## config.mk

```make
export PLATFORM = sky130hd
export DESIGN_NAME = clk_div_prog
export DESIGN_NICKNAME = d
export VERILOG_FILES = /design/src/rtl/clk_div_prog.sv
export SDC_FILE = /design/constraint.sdc
export NUM_CORES = 1
export LEC_CHECK = 0
export CAP_MARGIN = 0
export CORE_ASPECT_RATIO = 0.8
export CORE_MARGIN = 2
export CORE_UTILIZATION = 40
export DETAILED_ROUTE_END_ITERATION = 10
export DONT_BUFFER_PORTS = 1
export SYNTH_ARGS = -nofsm -noshare
export SYNTH_HDL_FRONTEND = slang
export SYNTH_SLANG_ARGS = --single-unit
```

## constraint.sdc

```tcl
create_clock -name clk -period 5.3 [get_ports clk]
set_input_delay 0.265 -clock clk [delete_from_list [all_inputs] [get_ports clk]]
set_output_delay 0.265 -clock clk [all_outputs]
set_load 0.01 [all_outputs]
```

## src/rtl/clk_div_prog.sv

```systemverilog
`default_nettype none
// ============================================================================
// Module   : clk_div_prog
// Brief    : Programmable integer clock divider. Produces a registered divided
//            clock and a start-of-period tick. Odd, even and bypass (<2) ratios
//            are supported, and ratio changes take effect at period boundaries.
//            Optional macro PRESCALE_DECODE_EN adds a power-of-two prescale
//            decode that can override div_ratio.
// Revision : 1.0 - initial release
// ============================================================================
module clk_div_prog #(
  parameter int RATIO_WIDTH = 8
`ifdef PRESCALE_DECODE_EN
  ,
  parameter int PRESCALE_WIDTH = 6
`endif
) (
  input  logic                      clk,
  input  logic                      rst,
  input  logic                      clk_en,
  input  logic [RATIO_WIDTH-1:0]    div_ratio,
`ifdef PRESCALE_DECODE_EN
  input  logic [PRESCALE_WIDTH-1:0] prescale,
  input  logic                      prescale_sel,
`endif
  output logic                      div_clk,
  output logic                      div_tick
);

  logic [RATIO_WIDTH-1:0] cnt_q,   cnt_d;
  logic [RATIO_WIDTH-1:0] ratio_q, ratio_d;
  logic                   div_clk_q, div_clk_d;
  logic                   div_tick_q, div_tick_d;
  logic [RATIO_WIDTH-1:0] eff_ratio;
  logic [RATIO_WIDTH-1:0] last_cnt;
  logic [RATIO_WIDTH-1:0] fall_cnt;
  logic                   bypass;

`ifdef PRESCALE_DECODE_EN
  logic [RATIO_WIDTH-1:0] decoded_ratio;

  always_comb begin
    decoded_ratio = RATIO_WIDTH'(1);
    case (prescale)
      PRESCALE_WIDTH'(32): decoded_ratio = RATIO_WIDTH'(1);
      PRESCALE_WIDTH'(16): decoded_ratio = RATIO_WIDTH'(2);
      PRESCALE_WIDTH'(8):  decoded_ratio = RATIO_WIDTH'(4);
      PRESCALE_WIDTH'(4):  decoded_ratio = RATIO_WIDTH'(8);
      default:             decoded_ratio = RATIO_WIDTH'(1);
    endcase
  end

  assign eff_ratio = prescale_sel ? decoded_ratio : div_ratio;
`else
  assign eff_ratio = div_ratio;
`endif

  // Ratios 0 and 1 cannot form a two-phase clock, so they run as bypass.
  assign bypass   = (ratio_q[RATIO_WIDTH-1:1] == '0);
  assign last_cnt = ratio_q - RATIO_WIDTH'(1);
  assign fall_cnt = (ratio_q >> 1) - RATIO_WIDTH'(1);

  always_comb begin
    cnt_d      = cnt_q;
    ratio_d    = ratio_q;
    div_clk_d  = div_clk_q;
    div_tick_d = 1'b0;
    if (clk_en) begin
      if (bypass) begin
        cnt_d      = '0;
        div_clk_d  = 1'b0;
        div_tick_d = 1'b1;
        ratio_d    = eff_ratio;
      end else if (cnt_q == last_cnt) begin
        // Wrap is checked first so the counter can never run past ratio-1.
        cnt_d      = '0;
        div_clk_d  = 1'b1;
        div_tick_d = 1'b1;
        ratio_d    = eff_ratio;
      end else if (cnt_q == fall_cnt) begin
        cnt_d      = cnt_q + RATIO_WIDTH'(1);
        div_clk_d  = 1'b0;
      end else begin
        cnt_d      = cnt_q + RATIO_WIDTH'(1);
      end
    end
  end

  always_ff @(posedge clk) begin
    if (rst) begin
      cnt_q      <= '0;
      ratio_q    <= eff_ratio;
      div_clk_q  <= 1'b0;
      div_tick_q <= 1'b0;
    end else begin
      cnt_q      <= cnt_d;
      ratio_q    <= ratio_d;
      div_clk_q  <= div_clk_d;
      div_tick_q <= div_tick_d;
    end
  end

  assign div_clk  = div_clk_q;
  assign div_tick = div_tick_q;

endmodule
`default_nettype wire

```

==> metrics.md, run 1 <==
| Metric | Value |
|---|---|
| Final Setup Violations | 0 |
| Clk Latency, worst-skew pair | 0.25 ns |
| CTS Hold Bufs | 0 |
| Worst path required time | 5.22 ns |
| Final worst slack | 2.69 ns |
| H-tree depth | 1 |
| Multiplexer share of the synthesized area | 0.00790 |
| Inserted Clock Buffers | 3 |
| Synth Area in Compound Gates | 0.183 |
| Post-synth cell types | 48 |
| Slew HR | 0.665 |
| Clock Skew | 0.00199 ns |
| Comb power frac | 0.118 |
| Busiest grt layer | met2 |
| Die Ht | 54.4 um |
| Largest net degree at the start of global routing | 12 |
| Top-area cell type share of the netlist area | 0.190 |
| Vias in the first global route | 871 |
| Main combinational cell family by area after synthesis | simple AND/OR/NAND/NOR gates |
| Clk Tree Root Cell | clkbuf_8 |
| Clock power frac | 0.324 |
| Post-synth EDFFs | 8 |
| Initial antenna violation count | 0 |
| Measured slew at the worst slew-check pin | 0.499 ns |
| Post-Synthesis Cells | 130 |
| Reg power frac | 0.558 |
| CP max stage delay | 0.47 ns |
| Post-Layout Cell Count | 167 |
| Nets | 142 |
| Crit-path cells | inv_1 > ha_1 > nor4b_4 > mux2i_1 > a2bb2oi_2 > a32oi_2 > and2_1 |
| P per Cell Area | 222 nW/um2 |
| Fmax | 384 MHz |
| Residual DRC | 0 |
| Pre-CTS setup slack | 2.71 ns |
| Final WL | 2.63 mm |
| Cells after DPL | 163 |
| Final-report max-slew violation count | 0 |
| Met1 Use GR | 0.228 |
| Die area | 3640 um2 |
| Max Cap Viol | 0 |
| Post-synthesis adder-cell area fraction | 0.0296 |
| Routed length per placed instance | 15.7 um |
| CP max-delay cell | edfxtp_1 |
| Antenna diode count | 0 |
| Top cells by area, synth | edfxtp_1, dfxtp_1, xor2_1, xnor2_1, a21oi_1 |
| Sequential area share after synthesis | 0.347 |
| Fin area | 1320 um2 |
| RD Place Congestion | 0.911 |
| Crit path max fanout | 8 |
| Routed Antenna Nets | 0 |
| TritonCTS clock tree | built |
| Global-route wire length before repair | 4.42 mm |
| Int Pwr | 219 uW |
| FILL cells | 311 |
| Sw Ratio | 0.252 |
| Fin Setup TNS | 0 ns |
| Syn. warnings | 0 |
| Grt total ovfl | 0 |
| Flop and latch count out of synthesis | 18 |
| RSZ-0062 raised after global routing | no |
| Die W | 66.9 um |
| Rows | 18 |
| Crit Path Class | reg2reg |
| Status | completed |
| HPWL Detailed | 2.06 mm |
| Final hold vios | 0 |
| M2 GR Usage | 0.270 |
| Met3 usage | 0.0226 |
| Critical Path AT | 2.53 ns |
| Max clock buf depth | 2 |
| Min Tclk post-route | 2.61 ns |
| CP Launch Type | flop |
| Xor/xnor cell area share of the yosys netlist | 0.152 |
| Clock-pin slew on the worst setup and hold paths | 0.06 ns |
| Area growth syn-to-layout | 4.05% |
| Main synth FF type | dfxtp_1 |
| GRT Total Usage | 0.169 |
| Post-Place Cell Area | 1270 um2 |
| Via density | 5.72 |
| Net Sw Power | 73.6 uW |
| Initial cell density of the core | 0.414 |
| Num Clock Sinks | 18 |
| Avg Inst Size Synth | 9.75 um2 |
| Fraction of layout cells with a size suffix above 1 | 0.102 |
| Core area | 3060 um2 |
| Post-Synth Simple-Gate Area | 0.228 |
| Cell accounting for the most synthesized area | edfxtp_1 |
| Syn Nets | 144 |
| Async SR Flop Fraction | 0 |
| Fin crit share | 0.492 |
| Post-CTS Setup Inserts | 0 |
| I/O pin count | 13 |
| 1st-pass router iterations | 4 |
| Worst min path class | in2reg |
| Final core occ | 0.431 |
| # port buffers | 0 |
| Cell Area, Synth | 1270 um2 |
| Starting DRT DRC Count | 35 |
| Post-CTS Resized | 0 |
| Routed via count | 955 |
| Worst VDD drop | 0.000141 V |
| Leakage power total | 0.000482 uW |
| Crit end category | flop |
-- per-stage QoR --
step	hold WS (ns)	total power (uW)
after global routing	0.0909	308
after global placement	0.364	200
after floorplan	0.364	195
after detailed placement	0.364	201
after CTS	0.0990	295
final	0.105	292
-- metal layers --
metal,vias to the layer above,share of wire
li1,474,-
met1,471,0.51
met2,5,0.45
met3,5,0.017
met4,0,0.018
met5,-,0
-- kinds of logic after synthesis --
family	count (synthesis)
simple gates	44
buf+inv	13
xor+xnor	22
fa+ha+maj	3
mux	1
flops	18
compound gates	29
-- critical path, delay by kind of cell (launching register included) --
family	cells	cell delay, ns
buf+inv	1	0.14
flops	1	0.47
fa+ha+maj	1	0.26
mux	1	0.14
compound gates	2	0.55
simple gates	2	0.71
-- power groups by stage --
stage / Combinational (uW) / Clock, uW / Sequential [uW]
finish: 34.6 / 94.6 / 163
global route: 39.1 / 105 / 164
CTS: 34.8 / 97.0 / 163
detailed placement: 34.6 / 0 / 166
global placement: 33.9 / 0 / 166
floorplan: 36.9 / 0 / 159
-- cell usage in the layout (no fill, tap or decap), types with 3 or more instances in the layout --
master,netlist,layout
a21oi_1,11,11
clkbuf_8,0,3
dfxtp_1,10,10
edfxtp_1,8,8
ha_1,3,3
inv_1,6,6
nand2_1,9,9
nand2b_1,3,3
nand3_1,3,3
nand4_1,4,4
nor2_1,4,4
nor2b_1,4,4
xnor2_1,9,9
xor2_1,13,13
-- synthesized netlist by cell type, types with 2 or more instances --
library cell  instances
nand3_1               3
inv_1                 6
nand2_1               9
dfxtp_1              10
nand2b_1              3
a21oi_1              11
nand4_1               4
nor2_1                4
edfxtp_1              8
ha_1                  3
buf_2                 2
clkbuf_1              3
xor2_1               13
a32o_1                2
buf_6                 2
nor2b_1               4
nor4_1                2
o211a_1               2
xnor2_1               9
and3_1                2
-- registers in the layout, indices dropped and copies added, names as in the netlist --
name / count
cnt_q: 8
ratio_q: 8
div_clk: 1
div_tick: 1
-- final timing paths --
path                start    endpoint  slack [ns]  depth (start not counted)
max            ratio_q[1]  ratio_q[1]        2.69                          7
min          div_ratio[7]  ratio_q[7]        0.11                          0
max reg2reg    ratio_q[1]  ratio_q[1]        2.69                          7
min reg2reg       div_clk     div_clk        0.53                          2
-- final cells by class --
cell class	instances	area, um2	share of cell area
inverter	6	22.5	0.0171
sequential	18	440	0.334
clock buffer	3	41.3	0.0313
clock inverter	1	3.75	0.00285
multi-input combinational	99	761	0.577
tap	40	50.0	0.0380
(Power assumes the default switching activity.)
==> run 2: changes to the inputs <==
Clock period 5.3 ns to 2.2 ns, I/O delays scaled along.
==> run 2 against run 1 <==
Register-to-register slack lost 2.6 ns. Power increased to 2.6 times the previous value. Hold slack worse by 0.052 ns. Global-route usage is 2.4 points higher. Sequential cell count is the same. Largest cell class unchanged. Die area unchanged. Critical endpoint unchanged. Combinational power rose to 4.0 times the previous value. Non-clock buffer count is 31 higher.
==> metrics.md, run 2 (synthesis gave the netlist of run 1 again) <==
| Metric | Value |
|---|---|
| Core area | 3060 um2 |
| Measured slew at the worst slew-check pin | 0.388 ns |
| Routed via count | 1068 |
| Reg-to-reg endpoint | ratio_q[1] |
| Crit Path Class | reg2reg |
| CP max-delay cell | edfxtp_1 |
| Final core occ | 0.524 |
| Die area | 3640 um2 |
| Status | completed |
| Clk Tree Root Cell | clkbuf_8 |
| Initial cell density of the core | 0.414 |
| Vias in the first global route | 1001 |
| Routed length per placed instance | 16.3 um |
| Worst min path class | in2reg |
| Clock Skew | 0.00368 ns |
| Clk Latency, worst-skew pair | 0.25 ns |
| Leakage power total | 0.000629 uW |
| Final Setup Violations | 0 |
| Critical Path AT | 2.04 ns |
| # port buffers | 0 |
| Post-Place Cell Area | 1380 um2 |
| CP Launch Type | flop |
| Antenna diode count | 0 |
| HPWL Detailed | 2.31 mm |
| Grt total ovfl | 0 |
| Pre-CTS setup slack | -0.112 ns |
| Min-Delay Path Depth | 3 |
| Die W | 66.9 um |
| Residual DRC | 0 |
| Commonest non-fill, non-tap cell in the layout | buf_4 |
| Final worst slack | 0.123 ns |
| Starting DRT DRC Count | 70 |
| Crit-path cells | inv_1 > ha_1 > nor4b_4 > buf_4 > nand4_1 > a32oi_4 > and2_4 |
| Clock-pin slew on the worst setup and hold paths | 0.07 ns |
| Global-route wire length before repair | 5.06 mm |
| P per Cell Area | 475 nW/um2 |
| Max Cap Viol | 0 |
| R2R Path Start | ratio_q[1] |
| Final WL | 3.23 mm |
| Worst hold path startpoint | rst |
| Die Ht | 54.4 um |
| Most frequent cells in the layout | buf_4, xor2_1, a21oi_1 |
| Final hold vios | 0 |
| H-tree depth | 1 |
| Rows | 18 |
| Max clock buf depth | 2 |
| Internal reg-to-reg setup slack | 0.12 ns |
| Crit end category | flop |
| Worst path required time | 2.17 ns |
| Worst VDD drop | 0.000237 V |
| CP top delay family | simple AND/OR/NAND/NOR gates |
| Inserted Clock Buffers | 3 |
| Nets | 173 |
| GRT Total Usage | 0.193 |
| Fraction of layout cells with a size suffix above 1 | 0.247 |
| Via density | 5.39 |
| Fin area | 1600 um2 |
| Worst Reg-to-Reg Cells | 7 |
| Initial antenna violation count | 0 |
| Crit path max fanout | 8 |
| Min Tclk post-route | 2.08 ns |
| Slew HR | 0.741 |
| 1st-pass router iterations | 4 |
| RD Place Congestion | 0.941 |
| CP max stage delay | 0.38 ns |
| Num Clock Sinks | 18 |
| Fmax | 481 MHz |
| Worst Hold Path EP | div_clk |
| I/O pin count | 13 |
| Final-report max-slew violation count | 0 |
| Area growth syn-to-layout | 26.6% |
| TritonCTS clock tree | built |
| Largest regs | cnt_q (8), ratio_q (8) |
| Buf+Inv Stages, Crit Path | 2 |
| Routed Antenna Nets | 0 |
| Fin crit share | 0.944 |
| FILL cells | 301 |
| Largest net degree at the start of global routing | 11 |
==> run 2: worst max path at each step <==
stage                  to  slack (ns)  startpoint  depth (start not counted)
2_1_floorplan  ratio_q[0]       0.005  ratio_q[1]                          7
3_3_place_gp   ratio_q[2]       -0.06  ratio_q[1]                          7
3_5_place_dp   ratio_q[2]       -0.11  ratio_q[1]                          7
4_1_cts        ratio_q[1]        0.04  ratio_q[1]                          8
5_1_grt        ratio_q[1]       -0.02  ratio_q[0]                          8
6_report       ratio_q[1]        0.12  ratio_q[1]                          7
==> run 2: cell type report <==
class                      count  area (um2)  share of cell area
clock inverter                 1        3.75             0.00234
clock buffer                   3        41.3              0.0257
multi-input combinational     99         788               0.491
timing repair buffer          31         258               0.161
inverter                       6        22.5              0.0140
sequential                    18         440               0.275
tap                           40        50.0              0.0312
==> run 2: timing repair <==
action | CTS | global route
resized for setup | 2 | 4
hold buffers | 9 | 1
gates cloned | 0 | 0
setup buffers | 1 | 6
endpoints found under the hold margin | 9 | 1
endpoints found under the setup margin | 8 | 8
pin swaps | 1 | 5
==> run 2: tightest hold or removal path: stages <==
cell     delay (ns)
a21oi_1        0.03
nand2_1        0.06
o22ai_1        0.06
==> run 2: metal layers <==
layer / GRT usage / wire [um] / up-vias
met5: 0 / 0 / -
li1: - / - / 532
met1: 0.250 / 1500 / 518
met3: 0.0247 / 84 / 6
met4: 0.0748 / 47 / 0
met2: 0.332 / 1600 / 12
==> run 2: through the flow <==
stage	hold WS [ns]	power, uW	setup TNS (ns)	instances
2_1_floorplan	0.209	471	0	130
3_3_place_gp	0.209	496	-0.519	177
3_5_place_dp	0.209	499	-0.895	177
4_1_cts	0.000632	747	0	191
5_1_grt	0.0524	792	-0.133	198
6_report	0.0529	762	0	198
==> run 2: where the power goes <==
part / total (uW) / internal [uW] / leakage [uW] / switching (uW)
Combinational: 139 / 73.2 / 0.000450 / 65.9
Clock: 236 / 124 / 0.0000231 / 112
Sequential: 386 / 363 / 0.000156 / 23.1
Total: 762 / 561 / 0.000629 / 201
==> run 3: changes to the inputs <==
Settings changed: PLACE_DENSITY from default to 0.61.
==> run 3 against run 2 <==
Power increased by 0.11%. Clock power increased by 3%. Fmax decreased by 1.7%. Sequential power about the same. Cell count decreased by 0.51%. Hold slack improved by 0.0024 ns. Register-to-register slack got worse by 0.04 ns. Sequential cell count unchanged. Critical endpoint is now ratio_q[5].
==> metrics.md, run 3 (synthesis gave the netlist of run 1 again) <==
| Metric | Value |
|---|---|
| Status | completed |
| Post-Place Cell Area | 1380 um2 |
| CP Launch Type | flop |
| Fin area | 1590 um2 |
| Nets | 172 |
| Grt total ovfl | 0 |
| Pre-CTS setup slack | -0.123 ns |
| Largest net degree at the start of global routing | 11 |
| Initial cell density of the core | 0.414 |
| Fraction of layout cells with a size suffix above 1 | 0.229 |
| Crit Path Class | reg2reg |
| Vias in the first global route | 1011 |
| Measured slew at the worst slew-check pin | 0.371 ns |
| 1st-pass router iterations | 4 |
| Post-Layout Cell Count | 197 |
| Core area | 3060 um2 |
| Min Tclk post-route | 2.11 ns |
| Routed length per placed instance | 16.0 um |
| Final hold vios | 0 |
| Clock-pin slew on the worst setup and hold paths | 0.07 ns |
| Area of the multi-input gates | 783 um2 |
| Die area | 3640 um2 |
| Clk Latency, worst-skew pair | 0.26 ns |
| Fmax | 473 MHz |
| Max Cap Viol | 0 |
| Final WL | 3.15 mm |
| Slew HR | 0.753 |
| GRT Total Usage | 0.189 |
| FILL cells | 287 |
| Routed via count | 1095 |
| Global-route wire length before repair | 4.97 mm |
| Worst path required time | 2.17 ns |
| RD Place Congestion | 0.960 |
| Worst hold path startpoint | rst |
| Critical Path AT | 2.08 ns |
| Residual DRC | 0 |
| Clk Tree Root Cell | clkbuf_8 |
| Cells after DPL | 177 |
| Crit path max fanout | 8 |
| Critical path origin | ratio_q[0] |
| Worst min path class | in2reg |
| Crit end category | flop |
| Final worst slack | 0.0873 ns |
| Area growth syn-to-layout | 25.6% |
| Leakage power total | 0.000626 uW |
| Num Clock Sinks | 18 |
| Max clock buf depth | 2 |
| Largest regs | cnt_q (8), ratio_q (8) |
| Commonest non-fill, non-tap cell in the layout | buf_4 |
| Starting DRT DRC Count | 86 |
| Worst VDD drop | 0.000298 V |
| HPWL Detailed | 2.24 mm |
| Rows | 18 |
| Die W | 66.9 um |
| RSZ-0062 raised after global routing | no |
| Internal reg-to-reg setup slack | 0.09 ns |
| Inserted Clock Buffers | 3 |
| Die Ht | 54.4 um |
| Initial antenna violation count | 0 |
| # port buffers | 0 |
| Clock Skew | 0.00471 ns |
| Crit-path cells | inv_1 > ha_1 > nand2b_1 > o211a_1 > o31a_1 > o21ai_1 > buf_4 > and2_4 |
| I/O pin count | 13 |
| Final Setup Violations | 0 |
| TritonCTS clock tree | built |
| CP max-delay cell | edfxtp_1 |
| Via density | 5.56 |
| Routed Antenna Nets | 0 |
| Worst Hold Slack | 0.0552 ns |
| P per Cell Area | 479 nW/um2 |
| Antenna diode count | 0 |
| Fin crit share | 0.960 |
| CP max stage delay | 0.41 ns |
| H-tree depth | 1 |
| Most frequent cells in the layout | buf_4, xor2_1, a21oi_1 |
| R2R Path Start | ratio_q[0] |
| Register area | 440 um2 |
| Final-report max-slew violation count | 0 |
-- run 3: cell types whose count changed in the layout (fill, tap and decap cells not counted), sizes merged --
cell | previous run | this run
buf | 21 | 20
-- run 3: area by class of cell --
class,instances,share of cell area
Multi-Input combinational cell,99,0.492
Clock inverter,1,0.00236
Tap cell,40,0.0314
Clock buffer,3,0.0259
Timing Repair Buffer,30,0.157
Inverter,6,0.0142
Sequential cell,18,0.277
-- run 3: path summary, 6_finish.rpt --
check / end / cells past startpoint
worst max register to register: ratio_q[5] / 8
worst max-delay path: ratio_q[5] / 8
worst min register to register: div_clk / 2
worst min-delay path: div_clk / 3
-- run 3: repair_timing --
item | in CTS | in global routing
hold buffers | 9 | 1
endpoints found under the setup margin | 8 | 14
buffers inserted | 3 | 3
resized for setup | 1 | 3
pin swaps | 3 | 1
hold endpoints to repair | 9 | 1
gates cloned | 0 | 0
-- run 3: power by group --
group | internal, uW | switching (uW)
registers | 363 | 21.7
logic | 70.5 | 65.6
clock network | 124 | 118
-- run 3: metal layers --
metal	wire [um]	global-route usage
met1	1470	0.243
met2	1560	0.318
met3	62	0.0267
met4	61	0.0884
met5	0	0
-- run 3: per-stage QoR --
stage	setup TNS [ns]	util	power, uW
final	0	0.520	763
after global routing	0	0.520	798
after CTS	0	0.506	751
after detailed placement	-0.983	0.451	498
after global placement	-0.522	0.451	495
after floorplan	0	-	471
-- run 3: worst max-delay path: cells and delay by family (launching register included) --
kind / cells / cell delay, ns
AOI/OAI and AO/OA: 3 / 0.61
DFF: 1 / 0.41
and+or+nand+nor: 2 / 0.37
adders and majority gates: 1 / 0.24
buffers and inverters: 2 / 0.21
